==> src/rtl/hdmi_timing_gen_pkg.sv <==
// Shared types and mode constants for the parametrised HDMI video timing generator.
// Mode constants list each timing set as {active, front porch, sync, back porch}.
package hdmi_timing_gen_pkg;

   typedef struct packed {
      logic hs;
      logic vs;
      logic de;
      logic sof;
      logic eol;
   } timing_t;

   typedef struct packed {
      int unsigned active;
      int unsigned fp;
      int unsigned sync;
      int unsigned bp;
   } axis_mode_t;

   localparam axis_mode_t VGA_640x480_H   = '{640, 16, 96, 48};
   localparam axis_mode_t VGA_640x480_V   = '{480, 10, 2, 33};
   localparam axis_mode_t HD_1280x720_H   = '{1280, 110, 40, 220};
   localparam axis_mode_t HD_1280x720_V   = '{720, 5, 5, 20};
   localparam axis_mode_t FHD_1920x1080_H = '{1920, 88, 44, 148};
   localparam axis_mode_t FHD_1920x1080_V = '{1080, 4, 5, 36};

   function automatic int unsigned timingTotal(input int unsigned active, input int unsigned fp,
                                               input int unsigned sync, input int unsigned bp);
      return active + fp + sync + bp;
   endfunction

endpackage

==> src/rtl/hdmi_timing_gen_delay.sv <==
// En-gated shift register used to align the timing outputs with a downstream pixel pipeline.
// DEPTH = 0 collapses to a plain wire.
module timing_delay_line #(
   parameter int               WIDTH   = 5,
   parameter int               DEPTH   = 0,
   parameter logic [WIDTH-1:0] RST_VAL = '0
) (
   input  logic             clk,
   input  logic             rst,
   input  logic             en,
   input  logic [WIDTH-1:0] din,
   output logic [WIDTH-1:0] dout
);

   generate
      if (DEPTH == 0) begin : g_wire
         logic unusedSigs;
         assign unusedSigs = ^{clk, rst, en};
         assign dout = din;
      end else begin : g_regs
         logic [WIDTH-1:0] stage_q [DEPTH];

         always_ff @(posedge clk or posedge rst) begin
            if (rst) begin
               for (int i = 0; i < DEPTH; i++) stage_q[i] <= RST_VAL;
            end else if (en) begin
               stage_q[0] <= din;
               for (int i = 1; i < DEPTH; i++) stage_q[i] <= stage_q[i-1];
            end
         end

         assign dout = stage_q[DEPTH-1];
      end
   endgenerate

endmodule

==> src/rtl/hdmi_timing_gen.sv <==
// Video timing generator: h/v counters, sync/de/marker decode, one output register
// with polarity applied, then an optional alignment delay line.
module hdmi_timing_gen
   import hdmi_timing_gen_pkg::*;
#(
   parameter int H_ACTIVE  = 1280,
   parameter int H_FP      = 110,
   parameter int H_SYNC    = 40,
   parameter int H_BP      = 220,
   parameter int V_ACTIVE  = 720,
   parameter int V_FP      = 5,
   parameter int V_SYNC    = 5,
   parameter int V_BP      = 20,
   parameter int HS_POL    = 1,
   parameter int VS_POL    = 1,
   parameter int OUT_DELAY = 0,
   localparam int H_TOTAL  = int'(timingTotal(H_ACTIVE, H_FP, H_SYNC, H_BP)),
   localparam int V_TOTAL  = int'(timingTotal(V_ACTIVE, V_FP, V_SYNC, V_BP)),
   localparam int HW       = $clog2(H_TOTAL),
   localparam int VW       = $clog2(V_TOTAL)
) (
   input  logic          clk,
   input  logic          rst,
   input  logic          en,
   output logic [HW-1:0] h_cnt,
   output logic [VW-1:0] v_cnt,
   output logic          hsync,
   output logic          vsync,
   output logic          de,
   output logic          sof,
   output logic          eol
);

   localparam logic [HW-1:0] H_LAST   = HW'(H_TOTAL - 1);
   localparam logic [HW-1:0] H_ACT    = HW'(H_ACTIVE);
   localparam logic [HW-1:0] H_EOL    = HW'(H_ACTIVE - 1);
   localparam logic [HW-1:0] HS_FIRST = HW'(H_ACTIVE + H_FP);
   localparam logic [HW-1:0] HS_LAST  = HW'(H_ACTIVE + H_FP + H_SYNC - 1);
   localparam logic [VW-1:0] V_LAST   = VW'(V_TOTAL - 1);
   localparam logic [VW-1:0] V_ACT    = VW'(V_ACTIVE);
   localparam logic [VW-1:0] VS_FIRST = VW'(V_ACTIVE + V_FP);
   localparam logic [VW-1:0] VS_LAST  = VW'(V_ACTIVE + V_FP + V_SYNC - 1);
   localparam logic          HS_IDLE  = (HS_POL == 0);
   localparam logic          VS_IDLE  = (VS_POL == 0);
   localparam timing_t       RST_VAL  = '{hs: HS_IDLE, vs: VS_IDLE, de: 1'b0, sof: 1'b0, eol: 1'b0};

   generate
      if (H_ACTIVE < 1 || H_FP < 1 || H_SYNC < 1 || H_BP < 1 ||
          V_ACTIVE < 1 || V_FP < 1 || V_SYNC < 1 || V_BP < 1) begin : g_badTiming
         $error("hdmi_timing_gen: every active/porch/sync parameter must be >= 1");
      end
      if (OUT_DELAY < 0 || OUT_DELAY > 15) begin : g_badDelay
         $error("hdmi_timing_gen: OUT_DELAY must be in 0..15");
      end
   endgenerate

   logic [HW-1:0] hCnt_q, hCnt_d;
   logic [VW-1:0] vCnt_q, vCnt_d;
   timing_t       raw;
   timing_t       out_q, out_d;
   timing_t       delayed;

   // v_cnt steps on the same edge that wraps h_cnt, so vsync edges land on h == 0.
   always_comb begin
      hCnt_d = hCnt_q;
      vCnt_d = vCnt_q;
      if (en) begin
         if (hCnt_q == H_LAST) begin
            hCnt_d = '0;
            vCnt_d = (vCnt_q == V_LAST) ? '0 : vCnt_q + 1'b1;
         end else begin
            hCnt_d = hCnt_q + 1'b1;
         end
      end
   end

   always_comb begin
      raw.hs  = (hCnt_q >= HS_FIRST) && (hCnt_q <= HS_LAST);
      raw.vs  = (vCnt_q >= VS_FIRST) && (vCnt_q <= VS_LAST);
      raw.de  = (hCnt_q < H_ACT) && (vCnt_q < V_ACT);
      raw.sof = (hCnt_q == '0) && (vCnt_q == '0);
      raw.eol = (hCnt_q == H_EOL) && (vCnt_q < V_ACT);
      out_d     = raw;
      out_d.hs  = raw.hs ^ HS_IDLE;
      out_d.vs  = raw.vs ^ VS_IDLE;
   end

   always_ff @(posedge clk or posedge rst) begin
      if (rst) begin
         hCnt_q <= '0;
         vCnt_q <= '0;
         out_q  <= RST_VAL;
      end else begin
         hCnt_q <= hCnt_d;
         vCnt_q <= vCnt_d;
         if (en) out_q <= out_d;
      end
   end

   timing_delay_line #(
      .WIDTH  (5),
      .DEPTH  (OUT_DELAY),
      .RST_VAL(RST_VAL)
   ) u_delay (
      .clk (clk),
      .rst (rst),
      .en  (en),
      .din (out_q),
      .dout(delayed)
   );

   assign h_cnt = hCnt_q;
   assign v_cnt = vCnt_q;
   assign hsync = delayed.hs;
   assign vsync = delayed.vs;
   assign de    = delayed.de;
   assign sof   = delayed.sof;
   assign eol   = delayed.eol;

endmodule

==> config.mk <==
export PLATFORM = sky130hd
export DESIGN_NAME = hdmi_timing_gen
export DESIGN_NICKNAME = d
export VERILOG_FILES = /design/src/rtl/hdmi_timing_gen_pkg.sv /design/src/rtl/hdmi_timing_gen_delay.sv /design/src/rtl/hdmi_timing_gen.sv
export SDC_FILE = /design/constraint.sdc
export NUM_CORES = 1
export LEC_CHECK = 0
export ABC_CLOCK_PERIOD_IN_PS = 1900
export CAP_MARGIN = 10
export CORE_ASPECT_RATIO = 0.75
export CORE_UTILIZATION = 45
export CTS_CLUSTER_SIZE = 8
export DETAILED_ROUTE_END_ITERATION = 6
export HOLD_SLACK_MARGIN = 0.03
export PLACE_DENSITY = 0.75
export SYNTH_ARGS = -nofsm -noshare
export SYNTH_HDL_FRONTEND = slang
export SYNTH_HIERARCHICAL = 1
export SYNTH_SLANG_ARGS = --single-unit
==> constraint.sdc <==
create_clock -name clk -period 1.9 [get_ports clk]
set_input_delay 0.57 -clock clk [delete_from_list [all_inputs] [get_ports clk]]
set_output_delay 0.57 -clock clk [all_outputs]
set_load 0.01 [all_outputs]
Yosys cells after proc, flatten, opt, wreduce, memory -nomap -nowiden
Cells that the tools add are included.
Widths: inputs -> output; s select.
{ "word_totals": {"reg_bits": 26, "input_bits": 3, "output_inout_bits": 26, "elab_cells": 28} }
{ "classes": {"add_sub_neg": 2, "order_cmp": 6, "n_eq_ne": 3, "mux": 2, "n_reduce_logical": 8} }
{ "ops": {"columns": ["cell", "n"], "rows": [
  ["$eq 11x11->1 const B", 2],
  ["$add 11x1->11 const B", 1],
  ["$ge 11x11->1 const B", 1],
  ["$le 11x11->1 const B", 1],
  ["$logic_not 11->1", 1],
  ["$lt 11x11->1 const B", 1],
  ["$mux 11", 1],
  ["$add 10x1->10 const B", 1],
  ["$eq 10x10->1 const B", 1],
  ["$ge 10x10->1 const B", 1],
  ["$le 10x10->1 const B", 1],
  ["$logic_not 10->1", 1],
  ["$lt 10x10->1 const B", 1],
  ["$mux 10", 1],
  ["$logic_and 1x1->1", 5],
  ["$reduce_and 2->1", 1]
]} }

Longest topological paths before layout
Gate-level depths: netlist (run 1).
{ "logic_depth": {"ltp_word": 2, "depth_mapped": 7, "mapped_depth_nobuf": 6} }

Modules after synthesis
The synthesis (run 1) kept the hierarchy.
{ "by_module_without_submodules": {"columns": ["module", "n_inst", "cells_per_inst", "area_each_um2", "seq_area_each_um2"], "rows": [
  ["hdmi_timing_gen", 1, 173, 1590.3, 650.6],
  ["timing_delay_line", 1, 5, 37.5, 0.0]
]} }

Worst setup path after synthesis (run 1)
Ideal clock, no wire load.
{ "synth_timing": {"kind": "register -> register", "startpoint": "register hCnt_q[1] (netlist: h_cnt[1])", "endpoint": "register vCnt_q[4] (netlist: v_cnt[4])", "arrival_ns": 1.657, "slack_ns": 0.118, "stages_incl_launch_ff": 8, "n_path_buf": 1, "path_cell_list": "dfrtp_1 > inv_1 > ha_1 > and4b_4 > and4_1 > buf_4 > nand3_2 > mux2_4"} }
{ "synth_via": {"elab_chain_cells": 2} }
{ "synth_lines": {"columns": ["item", "line", "rtl"], "rows": [
  ["start, declared", "hdmi_timing_gen.sv:57", "logic [HW-1:0] hCnt_q, hCnt_d;"],
  ["start signal, assigned", "hdmi_timing_gen.sv:94", "hCnt_q <= hCnt_d;"],
  ["$eq 11x11->1", "hdmi_timing_gen.sv:68", "if (hCnt_q == H_LAST) begin"],
  ["$reduce_and 2->1 (no line)", null, null],
  ["end signal, assigned", "hdmi_timing_gen.sv:95", "vCnt_q <= vCnt_d;"],
  ["end, declared", "hdmi_timing_gen.sv:58", "logic [VW-1:0] vCnt_q, vCnt_d;"]
]} }
Every way passes these cells.
A chain may end at the register's enable or synchronous reset.

Worst setup path after layout (run 1)
{ "layout_timing": {"startpoint": "register hCnt_q[6] (netlist: h_cnt[6])", "endpoint": "output h_cnt[6]"} }
{ "layout_lines": {"columns": ["item", "line", "rtl"], "rows": [
  ["end, declared", "hdmi_timing_gen.sv:25", "output logic [HW-1:0] h_cnt,"]
]} }
No word-level cell between the ends.

==> run_results.csv, run 1 <==
group,metric,value,unit
setup_path,cp_slowest_cell,"clkdlybuf4s50_1",
finish,drive_gt1_frac,0.220,
global_routing,grt_first_pass_wirelength,6560,um
synthesis,seq_area_frac_synth,0.400,
floorplanning,core,3380,sq um
sta,finalWorstSetupSlack,0.0229,ns
synthesis,synth_area,1630,sq um
sta,hold_violations,0,
setup_path,cp_top_family,"buffers and inverters",
floorplanning,initial_core_util,0.482,
synthesis,synth_nets,188,
clock_tree,cts_tree,"done",
power_and_ir_drop,p_total,1.90,mW
flow_run,maxCapViolCount,0,
power_and_ir_drop,power_frac_comb,0.370,
placement,routabilityCongestion,0.933,
synthesis,async_reset_ff_frac,1.00,
setup_path,crit_path_start,"h_cnt[6]$_DFFE_PP0P_",
placement,dpl.cell_count,248,
synthesis,yosys.cell_types.count,47,
drt,ant_nets,0,
setup_path,worstPathRequired,1.33,ns
finish,area_growth,31.4,%
floorplanning,design.die.area,3860,sq um
synthesis,syn_inst,178,
sta,maxSlewViolCount,0,
clock_tree,postCtsHoldBufs,0,
setup_path,setup.worst_path.class,"reg2out",
synthesis,synth_area_leader_cell,"dfrtp_1",
sta,relSlewSlack,0.744,
clock_tree,clkSinkCount,26,
setup_path,reg2reg_slack,0.06,ns
global_routing,grt_pass1_vias,1365,
global_routing,use_met1,0.294,
setup_path,worst-path-max-fanout,8,
floorplanning,top_level_ports,29,
setup_path,crit_end,"h_cnt[6]",
clock_tree,clk_latency,0.27,ns
placement,place_ws,-0.180,ns
sta,fin_crit_sh,0.988,
global_routing,grtUsageMet3,0.0524,
min_path,hold_class,"reg2reg",
global_routing,grt_max_degree,27,
drt,drc,0,
drt,wire_per_inst,15.9,um
finish,num-nets-final,229,
clock_tree,htree_levels,1,
synthesis,synth_ff_type,"dfrtp_1",
power_and_ir_drop,power.internal,1.29,mW
sta,worst_pin_slew,0.382,ns
setup_path,rr_startpoint,"h_cnt[1]$_DFFE_PP0P_",
floorplanning,die_width,71.5,um
placement,hpwlAfterDp,2930,um
power_and_ir_drop,swShare,0.325,
finish,diodes,0,
sta,finalSetupTns,0,ns
power_and_ir_drop,p_sw,0.618,mW
drt,drt-total-wl,4110,um
setup_path,cp_slowest_stage_delay,0.58,ns
setup_path,crit_chain,"clkdlybuf4s50_1",
power_and_ir_drop,p_per_area,890,nW/um^2
synthesis,ys_warn_count,6,
placement,port_buffers,28,
clock_tree,clk_pin_slew,0.10,ns
floorplanning,die_h,54.1,um
power_and_ir_drop,clkPwrFrac,0.244,
drt,vias,1509,
global_routing,grt_overflow_total,0,
sta,fmax,533,MHz
clock_tree,cts-root-buf,"clkbuf_8",
synthesis,synth-seq-cells,26,
global_routing,antenna_found_initial,0,
synthesis,synth_top_area_frac,0.400,
setup_path,crit_buf_inv,1,
setup_path,endpoint_kind,"output port",
synthesis,synth_edf_count,0,
drt,drt_iter0_markers,92,
finish,finalInstanceArea,2140,sq um
sta,min_period,1.88,ns
setup_path,r2r_cells,6,
global_routing,top_usage_layer,"met2",
setup_path,arrival,1.31,ns
outcome,run_status,"finished, final reports clean",
setup_path,startpoint_type,"flop",
synthesis,synth_area_per_cell,9.15,sq um
global_routing,met2_usage,0.376,
sta,setup_viol,0,
clock_tree,numCtsBuffers,3,
power_and_ir_drop,power_leakage,0.930,nW
setup_path,r2r-end,"v_cnt[4]$_DFFE_PP0P_",
setup_path,cp.depth,1,
power_and_ir_drop,pwr-share-seq,0.386,
synthesis,synthTopCellsByArea,"dfrtp_1 (40%), ha_1 (5.4%), nand3_1 (4.3%)",
floorplanning,rows,18,
finish,fin_cells,258,
drt,drt-pass1-iter-count,5,
power_and_ir_drop,vdd_drop_max,0.750,mV
placement,dpl_cell_area,1990,sq um
clock_tree,clock_path_buffers,2,
drt,viasPerCell,5.85,
global_routing,track_usage,0.224,
sta,clock_skew,0.00765,ns
## cells in the mapped netlist (5+ instances only)
library cell,n
dfrtp_1,26
inv_1,15
nand3_1,14
nand4_1,10
nor2_1,10
o21ai_0,10
nand2_1,9
buf_4,7
ha_1,7
a31oi_1,5
and2_1,5
xnor2_1,5
## routing by layer
layer / share of wire / routed length, um
met1: 0.45 / 1840
met2: 0.48 / 1980
met3: 0.068 / 281
met4: 0.0039 / 16
met5: 0 / 0
## stage by stage
stage	util	hold WS (ns)
2_1_floorplan	-	0.482
6_report	0.633	0.524
3_3_place_gp	0.590	0.498
4_1_cts	0.614	0.530
3_5_place_dp	0.590	0.502
5_1_grt	0.633	0.534
## state kept, by name (all words and copies together), names as in the netlist
name and count:
out_q 5, v_cnt 10, h_cnt 11
## logic make-up after synthesis
kind of cell,after synthesis,share of synthesized area
xor gates and xnor gates,5,0.0269
AOI/OAI and AO/OA,34,0.140
and+or+nand+nor,73,0.261
muxes,5,0.0361
adders and majority gates,7,0.0538
buffers and inverters,28,0.0822
DFF,26,0.400
## power by group through the flow
stage / registers (mW) / clock network (mW) / logic (mW)
after floorplan: 0.771 / 0 / 0.279
after global placement: 0.758 / 0 / 0.560
after detailed placement: 0.763 / 0 / 0.573
after CTS: 0.762 / 0.471 / 0.571
after global routing: 0.748 / 0.485 / 0.758
final: 0.736 / 0.465 / 0.705
## worst min path at each step
stage | start | endpoint | slack, ns | depth (start not counted)
after CTS | out_q[1]$_DFFE_PP0P_ | out_q[1]$_DFFE_PP0P_ | 0.53 | 1
after global routing | out_q[0]$_DFFE_PP0P_ | out_q[0]$_DFFE_PP0P_ | 0.53 | 2
after global placement | out_q[1]$_DFFE_PP0P_ | out_q[1]$_DFFE_PP0P_ | 0.50 | 1
final | out_q[0]$_DFFE_PP0P_ | out_q[0]$_DFFE_PP0P_ | 0.52 | 2
after detailed placement | out_q[1]$_DFFE_PP0P_ | out_q[1]$_DFFE_PP0P_ | 0.50 | 1
after floorplan | out_q[1]$_DFFE_PP0P_ | out_q[1]$_DFFE_PP0P_ | 0.48 | 1
## placed cells by master, fill, tap and decap left out, types with 3 or more instances in the layout
| master | instances |
|---|---|
| a21oi_1 | 3 |
| a22oi_1 | 3 |
| a31oi_1 | 5 |
| and2_1 | 5 |
| and3_1 | 3 |
| and4_1 | 3 |
| buf_4 | 20 |
| clkbuf_8 | 3 |
| clkdlybuf4s50_1 | 27 |
| dfrtp_1 | 11 |
| dfrtp_2 | 15 |
| ha_1 | 7 |
| inv_1 | 15 |
| mux2_2 | 3 |
| nand2_1 | 9 |
| nand3_1 | 14 |
| nand4_1 | 10 |
| nor2_1 | 10 |
| nor2b_1 | 3 |
| nor3_1 | 3 |
| o21ai_0 | 10 |
| xnor2_1 | 5 |
## layout make-up
class,count,area (sq um)
fillers,276,1240
multi-input cells,124,843
well taps,40,50.0
clock buffers,3,41.3
flip-flops and latches,26,669
clock inverters,1,30.0
inverters,15,56.3
repair buffers,49,449
## timing repair
action / CTS / global route
gates resized for setup: 11 / 5
setup endpoints to repair: 11 / 9
pin swaps: 0 / 0
setup buffers: 0 / 6
Power figures use the tool's default switching activity.
==> run 2: changes to the inputs <==
- DONT_BUFFER_PORTS: not set -> 1
- PLACE_DENSITY: 0.75 -> 0.65
==> run_results.csv, run 2 (synthesized netlist as in run 1, its figures left out) <==
group,metric,value,unit
setup_path,worstPathRequired,2.06,ns
floorplanning,initial_core_util,0.482,
finish,final_cell_mix,"dfrtp_1 (26), buf_4 (17), inv_1 (15)",
sta,maxSlewViolCount,0,
power_and_ir_drop,power_leakage,0.815,nW
global_routing,grt_max_degree,24,
floorplanning,die_h,54.1,um
finish,layout_commonest_cell,"dfrtp_1",
power_and_ir_drop,pwr-share-seq,0.425,
drt,viasPerCell,6.18,
clock_tree,postCtsHoldBufs,0,
floorplanning,core,3380,sq um
min_path,hold_class,"in2async",
sta,worst_pin_slew,0.439,ns
placement,hpwlAfterDp,2880,um
sta,clock_skew,0.0138,ns
sta,finalSetupTns,0,ns
clock_tree,cts-root-buf,"clkbuf_8",
sta,finalHoldWorstSlack,0.0777,ns
floorplanning,top_level_ports,29,
drt,drt-total-wl,3900,um
clock_tree,numCtsBuffers,3,
drt,drc,0,
global_routing,grt_overflow_total,0,
finish,num-nets-final,197,
finish,area_growth,10.5,%
sta,hold_violations,0,
setup_path,worst-path-max-fanout,6,
clock_tree,clock_path_buffers,2,
placement,port_buffers,0,
power_and_ir_drop,p_total,1.70,mW
sta,setup_viol,0,
sta,fmax,556,MHz
floorplanning,design.die.area,3860,sq um
floorplanning,die_width,71.5,um
clock_tree,post_cts_resized,0,
finish,largest_register_ffs,11,
sta,rsz0062_at_grt,"no",
clock_tree,clkSinkCount,26,
outcome,run_status,"finished, final reports clean",
global_routing,antenna_found_initial,0,
power_and_ir_drop,power.internal,1.12,mW
drt,ant_nets,0,
clock_tree,clk_latency,0.28,ns
setup_path,r2r_cells,7,
clock_tree,cts_tree,"done",
flow_run,maxCapViolCount,0,
setup_path,endpoint_kind,"flop",
setup_path,startpoint_type,"flop",
power_and_ir_drop,power_frac_comb,0.297,
global_routing,grt_first_pass_wirelength,6440,um
power_and_ir_drop,swShare,0.339,
floorplanning,rows,18,
drt,wire_per_inst,17.2,um
power_and_ir_drop,p_per_area,943,nW/um^2
finish,drive_gt1_frac,0.156,
clock_tree,htree_levels,1,
sta,relSlewSlack,0.705,
setup_path,setup.worst_path.class,"reg2reg",
drt,drt_iter0_markers,96,
clock_tree,clk_pin_slew,0.10,ns
global_routing,track_usage,0.222,
power_and_ir_drop,vdd_drop_max,0.463,mV
power_and_ir_drop,p_sw,0.576,mW
drt,drt-pass1-iter-count,4,
placement,routabilityCongestion,0.828,
sta,fin_crit_sh,0.947,
global_routing,grt_pass1_vias,1265,
power_and_ir_drop,clkPwrFrac,0.278,
clock_tree,cts_setup_buffers,0,
sta,min_period,1.80,ns
finish,diodes,0,
drt,vias,1397,
setup_path,arrival,1.96,ns
[run 2: per-layer routing]
layer | vias up | wire length [um] | part of all wire | GRT usage
met5 | - | 0 | 0 | 0
met4 | 0 | 29 | 0.0074 | 0.0425
met3 | 4 | 334 | 0.086 | 0.0655
met2 | 53 | 1630 | 0.42 | 0.321
met1 | 679 | 1900 | 0.49 | 0.329
li1 | 661 | - | - | -
[run 2: power groups by stage]
stage | Clock [mW] | Combinational (mW) | Sequential, mW
3_3_place_gp | 0 | 0.479 | 0.721
2_1_floorplan | 0 | 0.279 | 0.771
5_1_grt | 0.495 | 0.567 | 0.735
3_5_place_dp | 0 | 0.502 | 0.730
6_report | 0.471 | 0.504 | 0.721
4_1_cts | 0.481 | 0.504 | 0.719
[run 2: cell type report]
cell class                      instances  area, sq um
Fill cell                             319         1580
Tap cell                               40         50.0
Multi-Input combinational cell        124          843
Timing Repair Buffer                   17          128
Clock buffer                            3         41.3
Sequential cell                        26          651
Inverter                               15         56.3
Clock inverter                          1         30.0
[run 2: metrics by stage]
| stage | util | std cells | cell area (sq um) | setup WS [ns] |
|---|---|---|---|---|
| after CTS | 0.533 | 226 | 1800 | 0.122 |
| after detailed placement | 0.511 | 222 | 1730 | 0.135 |
| after global placement | 0.511 | 222 | 1730 | 0.224 |
| after global routing | 0.533 | 226 | 1800 | 0.0175 |
| final | 0.533 | 226 | 1800 | 0.101 |
| after floorplan | - | 178 | 1630 | 0.118 |
[run 2: path summary, 6_finish.rpt]
check,slack (ns),endpoint,startpoint
worst min register to register,0.59,out_q[3]$_DFFE_PP0P_,out_q[3]$_DFFE_PP0P_
worst min-delay path,0.08,out_q[0]$_DFFE_PP0P_,rst
min in group clk,0.37,out_q[4]$_DFFE_PP0P_,en
worst max register to register,0.10,v_cnt[8]$_DFFE_PP0P_,h_cnt[1]$_DFFE_PP0P_
max in group asynchronous,1.26,v_cnt[8]$_DFFE_PP0P_,rst
worst max-delay path,0.10,v_cnt[8]$_DFFE_PP0P_,h_cnt[1]$_DFFE_PP0P_
[run 2: critical path, stage by stage, from the launching register on]
cell,delay (ns)
dfrtp_1,0.39
inv_1,0.09
ha_1,0.19
and4b_4,0.28
and4_1,0.33
buf_4,0.17
nand4_1,0.10
xnor2_1,0.15
